File: config.mk
export PLATFORM = sky130hd
export DESIGN_NAME = rt_mem_arbiter
export DESIGN_NICKNAME = d
export VERILOG_FILES = /design/src/rtl/rt_mem_arbiter.sv
export SDC_FILE = /design/constraint.sdc
export NUM_CORES = 1
export LEC_CHECK = 0
export ABC_AREA = 0
export BUFFER_PORTS_ARGS = -buffer_cell sky130_fd_sc_hd__buf_2
export CORE_AREA = 3 3 76 78
export CTS_CLUSTER_DIAMETER = 50
export DETAILED_ROUTE_END_ITERATION = 12
export DIE_AREA = 0 0 79 81
export HOLD_SLACK_MARGIN = 0.02
export PLACE_DENSITY = 0.65
export SETUP_SLACK_MARGIN = 0.1
export SLEW_MARGIN = 20
export SYNTH_ARGS = -nofsm -noshare
export SYNTH_HDL_FRONTEND = slang
export SYNTH_SLANG_ARGS = --single-unit
File: constraint.sdc
create_clock -name clk -period 2.8 [get_ports clk]
set_input_delay 0.14 -clock clk [delete_from_list [all_inputs] [get_ports clk]]
set_output_delay 0.14 -clock clk [all_outputs]
set_load 0.02 [all_outputs]
File: src/rtl/rt_mem_arbiter.sv
// Two-requester Avalon-MM arbiter sharing one 16-bit memory master.
// Optional grant-hold limit: define RT_ARB_STARVE_LIMIT_EN.
module rt_mem_arbiter #(
    parameter int MAX_PEND = 4,
    parameter int HOLD_MAX = 256
) (
    input  logic             clk,
    input  logic             reset,
    input  logic [1:0]       rq_read,
    input  logic [1:0]       rq_write,
    input  logic [1:0]       rq_lock,
    input  logic [1:0][31:0] rq_address,
    input  logic [1:0][15:0] rq_writedata,
    input  logic [1:0][1:0]  rq_byteenable,
    output logic [1:0]       rq_waitrequest,
    output logic [15:0]      rq_readdata,
    output logic [1:0]       rq_readdatavalid,
    output logic             avm_m0_read,
    output logic             avm_m0_write,
    output logic [31:0]      avm_m0_address,
    output logic [15:0]      avm_m0_writedata,
    output logic [1:0]       avm_m0_byteenable,
    input  logic [15:0]      avm_m0_readdata,
    input  logic             avm_m0_readdatavalid,
    input  logic             avm_m0_waitrequest,
    output logic             o_owner,
    output logic             o_busy,
    output logic             o_err
);

    localparam int PW = $clog2(MAX_PEND + 1);

    typedef enum logic [1:0] {
        S_IDLE,
        S_OWN,
        S_DRAIN
    } state_t;

    state_t        state_q, state_d;
    logic          owner_q, owner_d;
    logic          rr_q, rr_d;
    logic          err_q, err_d;
    logic [PW-1:0] pend_q, pend_d;
    logic [PW-1:0] pend_dec;

    logic [1:0] req;
    logic       own_rd, own_wr, own_req;
    logic       full, gate_wait, force_rel;
    logic       rd_acc, wr_acc, ret_ok;

`ifdef RT_ARB_STARVE_LIMIT_EN
    localparam int HW = $clog2(HOLD_MAX + 1);

    logic [HW-1:0] hold_q, hold_d;

    // Other side waiting and owner used its budget: revoke the grant
    assign force_rel = (hold_q == HW'(HOLD_MAX)) & req[!owner_q];

    always_comb begin
        hold_d = hold_q;
        if (state_q == S_IDLE && |req) begin
            hold_d = '0;
        end else if ((rd_acc | wr_acc) && hold_q != HW'(HOLD_MAX)) begin
            hold_d = hold_q + HW'(1);
        end
    end

    always_ff @(posedge clk) begin
        if (reset) begin
            hold_q <= '0;
        end else begin
            hold_q <= hold_d;
        end
    end
`else
    assign force_rel = 1'b0;
`endif

    always_comb begin
        req       = rq_read | rq_write | rq_lock;
        own_rd    = rq_read[owner_q];
        own_wr    = rq_write[owner_q] & ~own_rd;
        own_req   = req[owner_q];
        full      = (pend_q == PW'(MAX_PEND));
        gate_wait = avm_m0_waitrequest | (own_rd & full) | force_rel;
        ret_ok    = avm_m0_readdatavalid & (pend_q != '0);
        pend_dec  = pend_q - PW'(ret_ok);

        state_d           = state_q;
        owner_d           = owner_q;
        rr_d              = rr_q;
        rd_acc            = 1'b0;
        wr_acc            = 1'b0;
        rq_waitrequest    = 2'b11;
        avm_m0_read       = 1'b0;
        avm_m0_write      = 1'b0;
        avm_m0_address    = '0;
        avm_m0_writedata  = '0;
        avm_m0_byteenable = '0;
        rq_readdata       = avm_m0_readdata;
        rq_readdatavalid  = 2'b00;
        rq_readdatavalid[owner_q] = ret_ok;

        unique case (state_q)
            S_IDLE: begin
                if (|req) begin
                    owner_d = req[rr_q] ? rr_q : !rr_q;
                    rr_d    = !owner_d;
                    state_d = S_OWN;
                end
            end
            S_OWN: begin
                if (!own_req || force_rel) begin
                    state_d = (pend_dec == '0) ? S_IDLE : S_DRAIN;
                end else begin
                    rq_waitrequest[owner_q] = gate_wait;
                    // Hold the read off the bus while the return window is full
                    avm_m0_read       = own_rd & ~full;
                    avm_m0_write      = own_wr;
                    avm_m0_address    = rq_address[owner_q];
                    avm_m0_writedata  = rq_writedata[owner_q];
                    avm_m0_byteenable = rq_byteenable[owner_q];
                    rd_acc            = own_rd & ~gate_wait;
                    wr_acc            = own_wr & ~gate_wait;
                end
            end
            S_DRAIN: begin
                if (pend_dec == '0) begin
                    state_d = S_IDLE;
                end
            end
            default: state_d = S_IDLE;
        endcase

        unique case ({rd_acc, ret_ok})
            2'b10:   pend_d = pend_q + PW'(1);
            2'b01:   pend_d = pend_q - PW'(1);
            default: pend_d = pend_q;
        endcase

        err_d = err_q | (avm_m0_readdatavalid & (pend_q == '0));
    end

    always_ff @(posedge clk) begin
        if (reset) begin
            state_q <= S_IDLE;
            owner_q <= 1'b0;
            rr_q    <= 1'b0;
            err_q   <= 1'b0;
            pend_q  <= '0;
        end else begin
            state_q <= state_d;
            owner_q <= owner_d;
            rr_q    <= rr_d;
            err_q   <= err_d;
            pend_q  <= pend_d;
        end
    end

    assign o_owner = owner_q;
    assign o_busy  = (state_q != S_IDLE);
    assign o_err   = err_q;

endmodule

==> impl_metrics.tcl <==
set metrics [dict create \
    outcome "finished clean" \
    cts_setup_buffers 0 \
    viasPerCell 4.67 \
    fmax_mhz 442 \
    initial_utilization_pct 23.2 \
    first_pass_iters 4 \
    grt_start_max_net_pins 51 \
    postSynthAreaPerCell_um2 8.10 \
    grt_use_total_pct 13.0 \
    rsz0062_at_grt "false" \
    clkTransAtPathRegs_ps 40 \
    die_h_um 81 \
    synthAdderAreaFrac_pct 3.78 \
    ir_drop_v 0.000296 \
    synthSimpleGateAreaFrac_pct 14.6 \
    leakagePower_uw 0.00116 \
    yosysWarnings 0 \
    post-route-util_pct 38.3 \
    drtIter0Drc 42 \
    core_region_area_um2 5140 \
    fillerInstances 558 \
    grt_pass1_vias 1460 \
    fin_skew_ps 1.32 \
    clock_sinks 8 \
    criticalPathCategory "flip-flop to flip-flop" \
    hold_viol_final 0 \
    ys_types 32 \
    post_synth_xor_area_fraction_pct 2.21 \
    cts_root_buffer "clkbuf_8" \
    detail_route.wl_per_cell_um 13.8 \
    num_antenna_cells 0 \
    worstMarginPinSlew_ps 890 \
    gp_congestion 0.734 \
    area_growth_pct 65.3 \
    num_rows 26 \
    clock_latency_ps 230 \
    synth.area.mux_share_pct 1.68 \
    synth.top_cell.area_share_pct 36.8 \
    finalSetupViolCount 0 \
    synth_area_leader_cell "a22o_1" \
    layout_min_cycle_time_ps 2260 \
    slew_violations 0 \
    grt_pass1_wl_mm 6.82 \
    synth_top_family_by_area "compound AO/OA/AOI/OAI gates" \
    final_cell_mix "buf_2, a22o_1, nor2_1, dfxtp_1, a21oi_1" \
    arrival_ps 2420 \
    fin_cells 360 \
    finalSetupTns_ps 0 \
    fin_nets 421 \
    io_pins 201 \
    period_share_pct 80.9 \
    hp-class "input pin to flip-flop" \
    synth_area_um2 1190 \
    critPathCaptureType "flip-flop" \
    synth-seq-cells 8 \
    drive_gt1_share_pct 60.3 \
    hold_buffers 0 \
    synth_compound_area_share_pct 44.1 \
    layout_commonest_cell "buf_2" \
    seq_area_um2 160 \
    cts_tree "yes" \
    hpwlAfterDp_mm 4.27 \
    fin_area_um2 1970 \
    ys_seq_area_share_pct 13.4 \
    slew_headroom_pct 40.7 \
    cts_buffers 3 \
    multi_input_area_um2 797 \
    cts_resized 0 \
    cp.required_ps 2960 \
    num_vias 1682 \
    grt-ovfl-total 0 \
    dieArea_um2 6400 \
    yosys-top-cells-area "a22o_1, dfxtp_1, buf_4" \
    cts_buffer_depth 2 \
    dp_cells 357 \
    drv_cap 0 \
    crit_fanout 5 \
    antenna_found_initial 0 \
    drc_errors 0 \
    place_area_um2 1930 \
    worstSetupStartpointType "flip-flop" \
    fp.dieW_um 79 \
    cts-htree-levels 1 \
    syn_inst 147 \
    syn_nets 276 \
    power_density_nw_per_um2 435 \
    postRouteWirelength_mm 4.96 \
    final_antenna_net_count 0 \
    io_buffer_count 168 \
]
==> synth_stat cells <==
cell        n
a211oi_1    1
a21oi_1     7
a22o_1     50
a2bb2oi_1   1
a311oi_1    1
and2_1      1
and4b_1     1
buf_1       1
buf_2       6
buf_4      16
buf_6       6
clkbuf_1    1
dfxtp_1     8
fa_1        1
ha_1        2
inv_1       4
mux2i_1     2
nand2_1     5
nand2b_1    2
nand3_1     1
nand4_1     1
nor2_1      8
nor2b_1     3
nor3_1      4
nor3b_1     2
nor4_1      2
o211a_1     1
o211ai_1    1
o21ai_0     2
or3_1       3
xnor2_1     1
xor2_1      2
==> layout make-up <==
class | instances | area share [%]
sequential | 8 | 8.13
timing repair buffer | 170 | 44.1
clock buffer | 3 | 2.10
multi-input combinational | 105 | 40.5
inverter | 4 | 0.762
tap | 70 | 4.45
==> metal layers <==
| metal | wire (um) | GRT usage, % |
|---|---|---|
| met1 | 1920 | 14.9 |
| met2 | 2400 | 22.2 |
| met3 | 606 | 5.76 |
| met4 | 42 | 2.75 |
| met5 | 0 | 0 |
==> cells by family after synthesis <==
family / after synthesis
fa+ha+maj: 3
xor+xnor: 3
flops: 8
compound gates: 64
simple gates: 33
mux: 2
buf+inv: 34
==> critical path, stage by stage (launching register included) <==
cell     delay, ps
dfxtp_1        380
nor3b_1        430
nor2_1         100
nand2_1         80
ha_1           170
inv_1           60
fa_1           370
xor2_1         160
or3_1          300
a21oi_1        140
==> report_power, final <==
part	internal (uW)	total [uW]	switching, uW
registers	137	157	20.0
clock network	92.9	136	43.2
logic	244	563	320
total	473	856	383
==> state kept, by name (all words and copies together), names as in the netlist <==
| name | flops |
|---|---|
| pend_q | 3 |
| state_q | 2 |
| o_owner | 1 |
| o_err | 1 |
| rr_q | 1 |
==> worst paths after layout <==
path,slack [ps],depth (start not counted),to,startpoint
worst max register to register,540,9,pend_q[2],pend_q[2]
worst min register to register,480,2,o_err,o_err
worst max-delay path,540,9,pend_q[2],pend_q[2]
worst min-delay path,170,3,o_err,avm_m0_readdatavalid
==> through the flow <==
stage,setup WS [ps],total power [uW],hold slack [ps]
2_1_floorplan,435,556,281
3_3_place_gp,619,723,280
3_5_place_dp,518,722,280
4_1_cts,515,865,173
5_1_grt,388,925,196
6_report,536,856,169
No activity file was read; power rests on OpenSTA's default activity.
